## src/rtl/uart_pkg.sv

```systemverilog
// Shared types and constants for the UART frame transmitter.
// Holds the parity selector, the transmit FSM state encoding, the CR/LF
// characters appended when UART_TX_CRLF_EN is defined, and a parity helper.
package uart_pkg;

    typedef enum logic [1:0] {
        PAR_NONE,
        PAR_EVEN,
        PAR_ODD
    } parity_t;

    typedef enum logic [2:0] {
        IDLE,
        START,
        DATA,
        PAR,
        STOP
    } state_t;

    localparam logic [7:0] CHAR_CR = 8'h0D;
    localparam logic [7:0] CHAR_LF = 8'h0A;

    // XOR of the low data_bits bits of ch; inverted for odd parity so the
    // total count of ones including the parity bit comes out odd.
    function automatic logic parity_bit(input logic [7:0] ch, input int data_bits,
                                        input parity_t par);
        logic p;
        p = 1'b0;
        for (int i = 0; i < 8; i++) begin
            if (i < data_bits) begin
                p = p ^ ch[i];
            end
        end
        return (par == PAR_ODD) ? ~p : p;
    endfunction

endpackage

```

## src/rtl/uart_baud_gen.sv

```systemverilog
// Bit-period timer: pulses tick_o for one cycle every DIV cycles while en is
// high. Dropping en clears the count, so the first tick after en rises comes
// exactly DIV cycles later.
module uart_baud_gen #(
    parameter int DIV = 10
) (
    input  logic clk,
    input  logic rst,
    input  logic en,
    output logic tick_o
);

    localparam int CW = (DIV > 1) ? $clog2(DIV) : 1;

    if (DIV < 2) begin : g_div_check
        $error("uart_baud_gen: DIV must be at least 2");
    end

    logic [CW-1:0] cnt_q;
    logic [CW-1:0] cnt_d;
    logic          wrap;

    assign wrap   = (cnt_q == CW'(DIV - 1));
    assign tick_o = en && wrap;

    // Next count: hold at zero while disabled, wrap to zero at the end of a period.
    always_comb begin
        cnt_d = cnt_q;
        if (!en || wrap) begin
            cnt_d = '0;
        end else begin
            cnt_d = cnt_q + 1'b1;
        end
    end

    // Period counter register with synchronous reset.
    always_ff @(posedge clk) begin
        if (rst) begin
            cnt_q <= '0;
        end else begin
            cnt_q <= cnt_d;
        end
    end

endmodule

```

## src/rtl/uart_frame_tx.sv

```systemverilog
// Message-level UART transmitter: on a single-cycle update request it latches
// CHAR_NR characters and sends them back-to-back, char 0 first, each framed as
// start bit, LSB-first data, optional parity and one or two stop bits.
// Optional feature macro: UART_TX_CRLF_EN appends 0x0D, 0x0A to every message.
module uart_frame_tx
    import uart_pkg::*;
#(
    parameter int      CHAR_NR   = 8,
    parameter int      CLK_HZ    = 100_000_000,
    parameter int      BAUD      = 115_200,
    parameter int      DATA_BITS = 8,
    parameter parity_t PARITY    = PAR_NONE,
    parameter int      STOP_BITS = 1
) (
    input  logic                 clk,
    input  logic                 rst,
    input  logic [CHAR_NR*8-1:0] char_array_i,
    input  logic                 char_array_update_i,
    input  logic                 clr_i,
    output logic                 busy_o,
    output logic                 done_o,
    output logic                 txd_o
);

    localparam int DIV = (CLK_HZ + BAUD / 2) / BAUD;

`ifdef UART_TX_CRLF_EN
    localparam int TOTAL_CHARS = CHAR_NR + 2;
`else
    localparam int TOTAL_CHARS = CHAR_NR;
`endif

    localparam int BUF_W = TOTAL_CHARS * 8;
    localparam int CC_W  = $clog2(TOTAL_CHARS + 1);

    if (DIV < 2) begin : g_div_check
        $error("uart_frame_tx: CLK_HZ/BAUD gives a bit period below 2 cycles");
    end
    if (DATA_BITS != 7 && DATA_BITS != 8) begin : g_data_bits_check
        $error("uart_frame_tx: DATA_BITS must be 7 or 8");
    end
    if (STOP_BITS != 1 && STOP_BITS != 2) begin : g_stop_bits_check
        $error("uart_frame_tx: STOP_BITS must be 1 or 2");
    end

    state_t           state_q;
    logic [BUF_W-1:0] data_q;
    logic [CC_W-1:0]  char_cnt_q;
    logic [2:0]       bit_cnt_q;
    logic             stop_cnt_q;
    logic             txd_q;
    logic             busy_q;
    logic             done_q;
    logic             baud_tick;
    logic [7:0]       cur_char;
    logic [BUF_W-1:0] load_data;

    // The character on the wire is always the low byte; the buffer shifts down
    // by one byte as each character completes.
    assign cur_char = data_q[7:0];

`ifdef UART_TX_CRLF_EN
    assign load_data = {CHAR_LF, CHAR_CR, char_array_i};
`else
    assign load_data = char_array_i;
`endif

    uart_baud_gen #(
        .DIV(DIV)
    ) u_baud_gen (
        .clk   (clk),
        .rst   (rst),
        .en    (state_q != IDLE),
        .tick_o(baud_tick)
    );

    // Transmit FSM with registered line, busy and done outputs; reset beats clear beats update.
    always_ff @(posedge clk) begin
        if (rst || clr_i) begin
            state_q    <= IDLE;
            char_cnt_q <= '0;
            bit_cnt_q  <= '0;
            stop_cnt_q <= 1'b0;
            txd_q      <= 1'b1;
            busy_q     <= 1'b0;
            done_q     <= 1'b0;
            if (rst) begin
                data_q <= '0;
            end
        end else begin
            done_q <= 1'b0;
            case (state_q)
                IDLE: begin
                    if (char_array_update_i) begin
                        data_q     <= load_data;
                        char_cnt_q <= '0;
                        state_q    <= START;
                        txd_q      <= 1'b0;
                        busy_q     <= 1'b1;
                    end
                end
                START: begin
                    if (baud_tick) begin
                        state_q   <= DATA;
                        bit_cnt_q <= '0;
                        txd_q     <= cur_char[0];
                    end
                end
                DATA: begin
                    if (baud_tick) begin
                        if (bit_cnt_q == 3'(DATA_BITS - 1)) begin
                            if (PARITY != PAR_NONE) begin
                                state_q <= PAR;
                                txd_q   <= parity_bit(cur_char, DATA_BITS, PARITY);
                            end else begin
                                state_q    <= STOP;
                                stop_cnt_q <= 1'b0;
                                txd_q      <= 1'b1;
                            end
                        end else begin
                            bit_cnt_q <= bit_cnt_q + 3'd1;
                            txd_q     <= cur_char[bit_cnt_q + 3'd1];
                        end
                    end
                end
                PAR: begin
                    if (baud_tick) begin
                        state_q    <= STOP;
                        stop_cnt_q <= 1'b0;
                        txd_q      <= 1'b1;
                    end
                end
                STOP: begin
                    if (baud_tick) begin
                        if (stop_cnt_q == 1'(STOP_BITS - 1)) begin
                            if (char_cnt_q == CC_W'(TOTAL_CHARS - 1)) begin
                                state_q <= IDLE;
                                busy_q  <= 1'b0;
                                done_q  <= 1'b1;
                                txd_q   <= 1'b1;
                            end else begin
                                state_q    <= START;
                                char_cnt_q <= char_cnt_q + 1'b1;
                                data_q     <= data_q >> 8;
                                txd_q      <= 1'b0;
                            end
                        end else begin
                            stop_cnt_q <= 1'b1;
                        end
                    end
                end
                default: begin
                    state_q <= IDLE;
                    txd_q   <= 1'b1;
                    busy_q  <= 1'b0;
                end
            endcase
        end
    end

    assign busy_o = busy_q;
    assign done_o = done_q;
    assign txd_o  = txd_q;

endmodule
```

## config.mk

```make
export PLATFORM = sky130hd
export DESIGN_NAME = uart_frame_tx
export DESIGN_NICKNAME = d
export VERILOG_FILES = /design/src/rtl/uart_pkg.sv /design/src/rtl/uart_baud_gen.sv /design/src/rtl/uart_frame_tx.sv
export SDC_FILE = /design/constraint.sdc
export NUM_CORES = 1
export LEC_CHECK = 0
export CORE_MARGIN = 1.5
export CORE_UTILIZATION = 25
export DETAILED_ROUTE_END_ITERATION = 8
export SKIP_LAST_GASP = 1
export SYNTH_ARGS = -nofsm -noshare
export SYNTH_HDL_FRONTEND = slang
export SYNTH_HIERARCHICAL = 1
export SYNTH_SLANG_ARGS = --single-unit
```

## constraint.sdc

```tcl
create_clock -name clk -period 6.5 [get_ports clk]
set_clock_uncertainty 0.15 [all_clocks]
set_input_delay 1.95 -clock clk [delete_from_list [all_inputs] [get_ports clk]]
set_output_delay 1.95 -clock clk [all_outputs]
set_load 0.01 [all_outputs]
```

==> flow_summary.toml, run 1 <==
[placement]
place_inst = 672
gp_congestion = 0.7178
post-dp-hpwl_mm = 6.041
port_buffers = 70
post_dp_cell_area_sq_mm = 0.004913

[floorplan]
core.rowCount = 46
dieArea_sq_mm = 0.01688
placeableCoreArea_sq_mm = 0.01583
die_h_um = 129.9
die_x_um = 129.9
start_util = 0.2544
ios = 71

[route]
first_pass_iters = 4
drt_first_iter_violations = 198
viasPerCell = 4.414
ant_nets = 0
routed_wl_mm = 8.854
vias = 3037
wl_per_cell_um = 12.87
drc = 0

[final_layout]
stdcell_count = 688
final_layout_size_suffix_gt1_frac = 0.06780
fin_nets = 539
multi_input_area_sq_mm = 0.001504
post-route-cell-area_sq_mm = 0.005213
num-fill-cells = 1636
syn_to_final_growth_pct = 29.46
finalCoreUtilization = 0.3293
diodes = 0
seqCellArea_sq_mm = 0.002382

[synth]
yosys.area.top_type = "edfxtp_1"
syn_area_sq_mm = 0.004026
yosys_warnings = 6
synth_seq_cells = 87
synth_cells = 409
synthTopCellsByCount = "nand2_1, a21oi_1, edfxtp_1, dfxtp_1, buf_2"
yosysSeqAreaShare = 0.5917
synthTopCellsByArea = "edfxtp_1, nand2_1, dfxtp_1"
yosysMostFrequentCell = "nand2_1"
async_flop_share = 0
synth-main-ff-cell = "edfxtp_1"
ys_types = 47
synth_top_area_share = 0.4773
avgSynthCellArea_sq_um = 9.844
synth-edff-count = 64
synth_fp_nets = 481

[clocking]
numCtsBuffers = 9
cts_root_buffer = "clkbuf_16"
htree_levels = 3
worstSkewPairLatency_ns = 0.34
ctsResizeCount = 0
cts_sinks = 87
clkTransAtPathRegs_ns = 0.06
cts_setup_buffers = 0
holdBufCountCts = 0
cts_tree = "yes"
clock_path_buffers = 2

[grt]
grt_max_degree = 57
overflow = 0
antenna_found_initial = 0
grt_pass1_wl_mm = 14.52
grt_use_total = 0.1117
first_global_vias = 3042

[min_path]
min-delay-start = "u_baud_gen/cnt_q[0]"
hold_end = "u_baud_gen/cnt_q[0]"
hp-class = "reg -> reg"
hold_depth = 1

[critical_path]
r2r_slack_ns = 2.63
crit_slowest_cell = "o21bai_4"
critPathArrivalTime_ns = 4.23
critPathBufInv = 2
crit_type = "in -> reg"
rr_startpoint = "u_baud_gen/cnt_q[3]"
critPathCaptureType = "flop"
start_kind = "input pin"
path_max_fanout = 33
crit_chain = "clkdlybuf4s50_1 -> a2bb2oi_1 -> or2_2 -> o21bai_4 -> buf_4"
cp_top_family = "buffers and inverters"
critPathMaxStageDelay_ns = 0.75
timing.rr.end = "data_q[52]"
cp_data_required_time_ns = 6.34
r2r.worst_path.cells = 9

[timing]
rsz0062_at_grt = "false"
final-hold-violation-count = 0
fin_tns_setup_ns = 0
timing.final.crit_share = 0.6746
finalSetupViolCount = 0
drv_slew = 0
worst_pin_slew_ns = 1.171
finalCriticalPeriod_ns = 4.385
max_freq_ghz = 0.2280
relSlewSlack = 0.2177

[power]
power.leakage_nw = 1.882
peakVddDrop_v = 0.0001157
power_density_mw_per_mm2 = 239.8

[flow_run]
maxCapViolCount = 0

[run_status]
outcome = "finished, final reports clean"
## state kept, by name, indices dropped and copies added (netlist names)
register          cells
bit_cnt_q             3
u_baud_gen/cnt_q     10
done_o                1
busy_o                1
txd_o                 1
data_q               64
state_q               3
char_cnt_q            4
## cell families after synthesis
kind of cell	after synthesis	share of synthesized area
AND/OR/NAND/NOR	181	0.2011
AO/OA/AOI/OAI	93	0.1277
flip-flops	87	0.5917
buffers and inverters	34	0.03946
XOR/XNOR	5	0.01088
multiplexers	5	0.01678
adder cells (fa/ha/maj)	4	0.01243
## placed cells by master (no fill, tap or decap), drive strengths merged, types with 3 or more instances in the layout
cell,count
or2,3
edfxtp,64
mux2,4
and3,8
o21ai,10
inv,9
nand2b,3
xnor2,3
ha,4
clkdlybuf4s50,70
nand3,7
nor3,7
dfxtp,23
buf,4
clkbuf,12
nor2,12
nand2,124
a21oi,68
or3,3
## report_power, final
group          internal, mW  switching [mW]
Combinational        0.0505          0.0404
Sequential            0.630         0.00878
Clock                 0.311           0.209
## layer usage
layer  routed length, um  up-vias  GRT usage  share of wire
met3                 410       12    0.02665          0.046
met4                 178        0    0.04967          0.020
met5                   0        -          0              0
met2                4172       71     0.1852           0.47
li1                    -     1554          -              -
met1                4092     1400     0.1386           0.46
## metrics by stage
step                      hold slack, ns  setup WS, ns  power [mW]
final                             0.3175         2.115       1.250
after global placement            0.2929         1.824      0.7408
after floorplan                   0.2797        0.5125      0.6876
after detailed placement          0.3064         1.743      0.7426
after global routing              0.3351         1.944       1.296
after CTS                         0.3195         2.101       1.265
## worst max-delay path by stage
stage / start / to / slack, ns / cells past startpoint
finish: char_array_update_i / data_q[52] / 2.11 / 5
floorplan: char_array_update_i / data_q[0] / 0.51 / 3
CTS: char_array_update_i / data_q[53] / 2.10 / 5
global placement: char_array_update_i / data_q[58] / 1.82 / 5
detailed placement: char_array_update_i / data_q[61] / 1.74 / 5
global route: char_array_update_i / data_q[53] / 1.94 / 5
## worst reg2reg max path, cell delays in order, from the launching register on
cell       delay [ns]
dfxtp_1          0.36
nor4b_1          0.53
nand2_1          0.19
nor3_1           0.18
buf_4            0.20
nand2_1          0.09
a2bb2oi_1        0.22
or2_2            0.35
o21bai_4         0.75
buf_4            0.52
## cell type report
class                           instances  area share
Timing Repair Buffer                   74      0.1402
Multi-Input combinational cell        288      0.2885
Clock buffer                           12     0.04729
Inverter                                7    0.005041
Clock inverter                          4     0.01008
Tap cell                              216     0.05185
Sequential cell                        87      0.4570
Power figures use the tool's default switching activity.
==> run 2: changes to the inputs <==
- clock period: 6.5 -> 4.3 ns (I/O delays scaled with it)
==> run 2 against run 1 <==
  * Global-route usage fell by 0.25 points
  * First-iteration DRC count rose by 3.0%
  * Clock-buffer cell count fell by 3
  * Flip-flop and latch count did not move
  * Combinational power rose by 55%
  * Via count rose by 1.2%
  * Clock power rose by 53%
  * Worst setup slack got worse by 1.2 ns
  * Final cell count rose by 0.15%
  * Die area did not move
  * Critical endpoint is now data_q[13]
==> flow_summary.toml, run 2 (synthesized netlist as in run 1, its figures left out) <==
[timing]
worst_slack_ns = 0.9385
rsz0062_at_grt = "false"
finalSetupViolCount = 0
finalCriticalPeriod_ns = 3.362
drv_slew = 0
final-hold-violation-count = 0
timing.final.crit_share = 0.7817
holdWs_ns = 0.3127
relSlewSlack = 0.2220
worst_pin_slew_ns = 1.164
max_freq_ghz = 0.2975
fin_tns_setup_ns = 0

[placement]
gp_congestion = 0.7856
place_inst = 673
post_dp_cell_area_sq_mm = 0.004933
port_buffers = 70
post-dp-hpwl_mm = 5.940
dp_slack_ns = 0.7063

[critical_path]
r2r.worst_path.cells = 9
rr_startpoint = "u_baud_gen/cnt_q[3]"
critPathCaptureType = "flop"
critPathLaunch = "u_baud_gen/cnt_q[3]"
cp_data_required_time_ns = 4.16
path_max_fanout = 50
crit_type = "reg -> reg"
critPathArrivalTime_ns = 3.22
start_kind = "flop"
r2r_slack_ns = 0.94
timing.rr.end = "data_q[13]"

[min_path]
min-delay-start = "bit_cnt_q[2]"
hp-class = "reg -> reg"
hold_end = "bit_cnt_q[2]"
hold_depth = 2

[floorplan]
ios = 71
core.rowCount = 46
dieArea_sq_mm = 0.01688
die_x_um = 129.9
die_h_um = 129.9
start_util = 0.2544
placeableCoreArea_sq_mm = 0.01583

[power]
seqPwrFrac = 0.508
comb_power_share = 0.074
swShare = 0.2165
p_clk_frac = 0.418
power.leakage_nw = 1.888
p_int_mw = 1.488
power_density_mw_per_mm2 = 362.6
peakVddDrop_v = 0.0001783
p_switching_mw = 0.4112
report.power.total_mw = 1.899

[route]
first_pass_iters = 4
wl_per_cell_um = 12.83
vias = 3072
drt_first_iter_violations = 204
routed_wl_mm = 8.843
viasPerCell = 4.459
drc = 0
ant_nets = 0

[final_layout]
largest_reg_flops = 64
diodes = 0
largest-register = "data_q"
stdcell_count = 689
layout_commonest_cell = "nand2_1"
fin_nets = 540
post-route-cell-area_sq_mm = 0.005238
syn_to_final_growth_pct = 30.08
top_regs = "data_q (64), u_baud_gen/cnt_q (10), char_cnt_q (4)"
seqCellArea_sq_mm = 0.002382
multi_input_area_sq_mm = 0.001504
num-fill-cells = 1605
layout_common_cells = "nand2_1, clkdlybuf4s50_1, a21oi_1"
final_layout_size_suffix_gt1_frac = 0.07400
finalCoreUtilization = 0.3309

[grt]
grt_pass1_wl_mm = 14.34
antenna_found_initial = 0
grt_use_total = 0.1092
grt_max_degree = 68
overflow = 0
first_global_vias = 3034

[clocking]
cts_root_buffer = "clkbuf_16"
clock_path_buffers = 2
cts_tree = "yes"
numCtsBuffers = 9
htree_levels = 3
cts_setup_buffers = 0
holdBufCountCts = 0
clkTransAtPathRegs_ns = 0.07
worstSkewPairLatency_ns = 0.34
cts_sinks = 87
ctsResizeCount = 0

[run_status]
outcome = "finished, final reports clean"

[flow_run]
maxCapViolCount = 0
[run 2: worst max path at each step]
| stage | end | slack (ns) | cells past startpoint |
|---|---|---|---|
| global route | data_q[55] | 0.70 | 9 |
| floorplan | data_q[0] | 0.24 | 8 |
| finish | data_q[13] | 0.94 | 9 |
| CTS | data_q[40] | 0.96 | 9 |
| detailed placement | data_q[60] | 0.71 | 5 |
| global placement | data_q[60] | 0.78 | 5 |
[run 2: layout make-up]
cell class | instances | area share
clock buffers | 9 | 0.04300
flip-flops and latches | 87 | 0.4548
clock inverters | 7 | 0.01505
repair buffers | 75 | 0.1433
well taps | 216 | 0.05160
multi-input cells | 288 | 0.2871
inverters | 7 | 0.005017
[run 2: worst max-delay path, cell delays in order, from the launching register on]
cell and delay [ns]:
dfxtp_1 0.36, nor4b_1 0.52, nand2_1 0.20, nor3_1 0.17, buf_4 0.18, nand2_1 0.08
a2bb2oi_1 0.22, or2_2 0.35, o21bai_4 0.44, buf_12 0.32
[run 2: per-layer routing]
layer | vias up | track usage | routed length, um
met4 | 0 | 0.04183 | 82
met1 | 1443 | 0.1430 | 4235
met3 | 6 | 0.02542 | 362
met5 | - | 0 | 0
met2 | 73 | 0.1755 | 4162
li1 | 1550 | - | -
[run 2: power groups by stage]
stage	Combinational [mW]	Clock, mW	Sequential, mW
2_1_floorplan	0.0567	0	0.981
3_3_place_gp	0.139	0	0.983
3_5_place_dp	0.141	0	0.984
4_1_cts	0.142	0.806	0.966
5_1_grt	0.154	0.841	0.970
6_report	0.141	0.793	0.965
